### src/rtl/fp_norm_share_arb.sv
// fp_norm_share_arb: round-robin arbiter feeding one shared leading-zero
// detector and left shifter. Stage A captures the granted lane's operands,
// stage B registers the normalised result tagged with the requester ID.
module fp_norm_share_arb #(
    parameter int NREQ = 4,
    parameter int DW   = 16,
    parameter int EW   = 8,
    parameter int IDW  = 2
) (
    input  logic                 clk,
    input  logic                 rst_n,
    input  logic [NREQ-1:0]      req_vld,
    output logic [NREQ-1:0]      req_rdy,
    input  logic [NREQ*DW-1:0]   req_mant,
    input  logic [NREQ*EW-1:0]   req_exp,
    output logic                 rsp_vld,
    input  logic                 rsp_rdy,
    output logic [IDW-1:0]       rsp_id,
    output logic [DW-1:0]        rsp_mant,
    output logic [EW-1:0]        rsp_exp,
    output logic                 rsp_zero,
    output logic                 rsp_uflow
);

    localparam int LZW = $clog2(DW-1);

    // Flat lane buses reinterpreted as packed per-lane arrays (lane i at [i*W +: W]).
    logic [NREQ-1:0][DW-1:0] lane_mant;
    logic [NREQ-1:0][EW-1:0] lane_exp;
    assign lane_mant = req_mant;
    assign lane_exp  = req_exp;

    // vld_pipe[0] = stage A valid, vld_pipe[1] = stage B valid.
    logic [1:0]      vld_pipe;
    logic            adv_a, adv_b;
    logic [IDW-1:0]  ptr, ptr_nxt, gnt_id;
    logic [NREQ-1:0] grant;
    logic [IDW:0]    cand;

    logic [IDW-1:0]  a_id;
    logic [DW-1:0]   a_mant;
    logic [EW-1:0]   a_exp;

    logic [LZW-1:0]  lz;
    logic            hit;
    logic [DW-1:0]   n_mant;
    logic [EW-1:0]   n_exp;
    logic            n_zero, n_uflow;

    assign adv_b   = ~vld_pipe[1] | rsp_rdy;
    assign adv_a   = ~vld_pipe[0] | adv_b;
    assign req_rdy = grant;
    assign rsp_vld = vld_pipe[1];
    assign ptr_nxt = (gnt_id == IDW'(NREQ-1)) ? '0 : gnt_id + IDW'(1);

    // Rotating priority search starting at ptr; gated by reset so ready drops
    // the instant rst_n falls, even though it is combinational.
    always_comb begin
        grant  = '0;
        gnt_id = '0;
        cand   = '0;
        if (rst_n && adv_a) begin
            for (int k = 0; k < NREQ; k++) begin
                cand = {1'b0, ptr} + (IDW+1)'(k);
                if (cand >= (IDW+1)'(NREQ))
                    cand = cand - (IDW+1)'(NREQ);
                if (grant == '0 && req_vld[cand[IDW-1:0]]) begin
                    grant[cand[IDW-1:0]] = 1'b1;
                    gnt_id               = cand[IDW-1:0];
                end
            end
        end
    end

    // Pointer moves past the lane that just transferred; holds otherwise.
    always_ff @(posedge clk or negedge rst_n) begin
        if (!rst_n)
            ptr <= '0;
        else if (|grant)
            ptr <= ptr_nxt;
    end

    // Stage A: capture the granted operand; empties when nothing is granted.
    always_ff @(posedge clk or negedge rst_n) begin
        if (!rst_n) begin
            vld_pipe[0] <= 1'b0;
            a_id        <= '0;
            a_mant      <= '0;
            a_exp       <= '0;
        end else if (adv_a) begin
            vld_pipe[0] <= |grant;
            if (|grant) begin
                a_id   <= gnt_id;
                a_mant <= lane_mant[gnt_id];
                a_exp  <= lane_exp[gnt_id];
            end
        end
    end

    // Leading-zero count of the stage A mantissa (MSB-first priority search).
    always_comb begin
        lz  = '0;
        hit = 1'b0;
        for (int i = DW-1; i >= 0; i--) begin
            if (!hit && a_mant[i]) begin
                hit = 1'b1;
                lz  = LZW'(DW-1-i);
            end
        end
    end

    // Normalise; when the exponent cannot absorb the full shift, shift only
    // by the exponent and flag underflow so the pack stage can denormalise.
    always_comb begin
        n_mant  = '0;
        n_exp   = '0;
        n_zero  = 1'b0;
        n_uflow = 1'b0;
        if (a_mant == '0) begin
            n_zero = 1'b1;
        end else if (32'(a_exp) >= 32'(lz)) begin
            n_mant = a_mant << lz;
            n_exp  = a_exp - EW'(lz);
        end else begin
            n_mant  = a_mant << a_exp;
            n_uflow = 1'b1;
        end
    end

    // Stage B: output register; holds all rsp_* while stalled.
    always_ff @(posedge clk or negedge rst_n) begin
        if (!rst_n) begin
            vld_pipe[1] <= 1'b0;
            rsp_id      <= '0;
            rsp_mant    <= '0;
            rsp_exp     <= '0;
            rsp_zero    <= 1'b0;
            rsp_uflow   <= 1'b0;
        end else if (adv_b) begin
            vld_pipe[1] <= vld_pipe[0];
            if (vld_pipe[0]) begin
                rsp_id    <= a_id;
                rsp_mant  <= n_mant;
                rsp_exp   <= n_exp;
                rsp_zero  <= n_zero;
                rsp_uflow <= n_uflow;
            end
        end
    end

endmodule

### config.mk
export PLATFORM = sky130hd
export DESIGN_NAME = fp_norm_share_arb
export DESIGN_NICKNAME = d
export VERILOG_FILES = /design/src/rtl/fp_norm_share_arb.sv
export SDC_FILE = /design/constraint.sdc
export NUM_CORES = 1
export LEC_CHECK = 0
export BUFFER_PORTS_ARGS = -buffer_cell sky130_fd_sc_hd__buf_2
export CAP_MARGIN = 20
export CORE_MARGIN = 4
export CORE_UTILIZATION = 44
export CTS_CLUSTER_DIAMETER = 120
export DETAILED_ROUTE_END_ITERATION = 10
export MAX_ROUTING_LAYER = met4
export PLACE_DENSITY = 0.69
export SLEW_MARGIN = 5
export SYNTH_ARGS = -nofsm -noshare
export SYNTH_HDL_FRONTEND = slang
export SYNTH_SLANG_ARGS = --single-unit
### constraint.sdc
create_clock -name clk -period 9.4 [get_ports clk]
set_input_delay 0.47 -clock clk [delete_from_list [all_inputs] [get_ports clk]]
set_output_delay 0.47 -clock clk [all_outputs]
set_load 0.05 [all_outputs]
==> run metrics <==
root buf cell clkbuf_8; PnR worst setup slack 4.66 ns; setup repair bufs after CTS 0; clock period minus worst slack 4.74 ns; most used cell, CP nor2_1; diode count 0; wire length per cell 16.3 um; vias in the first global route 4498; register area share after synthesis 31.4%; CTS resizes 0; Cell Chain, Critical Path or4_1, nor4_1, o21a_1, nor2_1, a21oi_1, ha_1, fa_1, o211ai_1, nor2_1, nor2_1, a21oi_1, nor2_1, a32o_1, a211o_1; antenna violations before repair 0; FF-to-FF Start a_mant[13]; CTS H-Tree Depth 3; CTS max path bufs 2; fin. max-slew vios 0; top post-synthesis cells by area dfrtp_1, nand2_1, a21oi_1, mux2i_1, a22o_1; Slowest-stage cell, CP a21oi_1; ys flop type dfrtp_1; Port Buffer Count 135; synthesized flop and latch total 58; Worst-Margin Slew 1.05 ns; TNS Setup 0 ns; slowest stage delay, CP 0.82 ns; worst-path fanout max 12; Yosys top cell by area dfrtp_1; # IOs 136; clk slew on worst S/H paths 0.08 ns; syn_nets 679; MaxCap Viol Count 0; Post-synth ARST share 100%; Worst-Skew Late Latency 0.35 ns; Crit. End Element flop; 1st-iter DRT viols 292; Die ar. 12200 sq um; Post-DP HPWL 10.1 mm; Non-Filler Cell Area, Final 5510 sq um; RSZ-0062 raised after global routing false; CP required 9.64 ns; chip height 111 um; Post-synth top cells nand2_1, a21oi_1, dfrtp_1; share of cells above drive strength 1 26.9%; fmax 0.211 GHz; Finished Layout Cells 817; Unique masters post-synth 66; Cell Area, Placed 5320 sq um; TritonRoute pass-1 iters 6; CTS tree done; ANT nets after route 0; Mean Syn Cell Area 8.19 sq um; DRC violations left 0; total track usage 21.5%; Die Span X 111 um; Synth Instances 565; vias per inst 5.80; Final setup viols 0; worst setup path class reg2reg; hold-fix buffer count after cts 0; WL final 13.3 mm; Sink Count 58; Nets 790; Final Hold Viols 0; Hold Crit Class in2async; total CTS buffers 9; period utilization 50.4%; pre-CTS WS 4.61 ns; Placer Congestion 0.953; first-pass GRT wire length 21.4 mm; Area Overhead vs Synth 19.1%; Syn Std Cell Area 4630 sq um; clk_skew 0.0158 ns; gr ovfl total 0; largest net degree at the start of global routing 61; Critical path origin a_mant[13]; startpoint type of the worst setup path flop; CORE AREA 10300 sq um; top-count cell post-synth nand2_1; DR vias 4741; Initial Utilization 45.0%; row cnt 37; Synth top area share 31.4%; crit path DAT 4.98 ns; placed insts 800; Ys Warns 0; Post-synth EDFFs 0; fill count 992; status finished clean; Rel. slew slack 30.1%
## registers in the layout, indices dropped and copies added (netlist names)
signal and flops:
a_mant 16, rsp_mant 16, a_exp 8, rsp_exp 8, a_id 2, ptr 2
rsp_id 2, rsp_uflow 1, rsp_vld 1, rsp_zero 1, vld_pipe 1
## critical path, delay by kind of cell, from the launching register on
kind / cells / cell delay, ns
AO/OA/AOI/OAI: 6 / 1.88
adder cells (fa/ha/maj): 2 / 0.45
flip-flops: 1 / 0.46
AND/OR/NAND/NOR: 6 / 1.85
## through the flow
| step | hold slack (ns) | utilization, % |
|---|---|---|
| CTS | 0.286 | 53.5 |
| floorplan | 0.174 | - |
| detailed placement | 0.467 | 51.8 |
| global placement | 0.461 | 51.8 |
| global route | 0.346 | 53.7 |
| finish | 0.269 | 53.7 |
## cells by family (layout without fill, tap and decap cells)
group / count (synthesis) / in the layout / share of synthesized area [%]
AND/OR/NAND/NOR: 218 / 218 / 21.5
AO/OA/AOI/OAI: 171 / 171 / 25.5
XOR/XNOR: 6 / 6 / 1.14
multiplexers: 46 / 46 / 11.6
adder cells (fa/ha/maj): 11 / 11 / 3.14
flip-flops: 58 / 58 / 31.4
buffers and inverters: 55 / 171 / 5.76
## worst paths after layout
path	end	depth (start not counted)	slack [ns]
min in group clk	rsp_vld	3	0.43
setup / recovery	rsp_mant[13]	14	4.66
max in group asynchronous	a_mant[15]	2	8.65
hold / removal	rsp_mant[5]	2	0.27
hold reg to reg	rsp_mant[1]	2	0.47
setup reg to reg	rsp_mant[13]	14	4.66
## layer usage
| metal | track usage [%] | wire length [um] |
|---|---|---|
| met5 | - | 0 |
| met4 | 7.64 | 222 |
| met3 | 3.62 | 928 |
| met2 | 32.2 | 6030 |
| met1 | 29.6 | 6120 |
## layout make-up
cell class              count  area (sq um)  share of cell area [%]
multi-input cells         452          2940                    53.3
repair buffers            140           721                    13.1
well taps                 136           170                    3.09
clock inverters             6          41.3                   0.749
clock buffers              10           138                    2.50
flip-flops and latches     58          1450                    26.3
inverters                  15          56.3                    1.02
## cell usage in the layout (no fill, tap or decap), drive strengths merged, types with 7 or more instances in the layout
cell type,count
ha,10
nand2b,10
o31ai,9
o211ai,7
nand2,116
nand3,26
inv,16
mux2,9
dfrtp,58
buf,140
clkbuf,10
o21ai,23
nor2,29
a22o,25
mux2i,32
a21oi,66
Power is left out: the tool's default activity adds up to more than one toggle a clock period on the data nets, which glitch-free logic cannot reach.
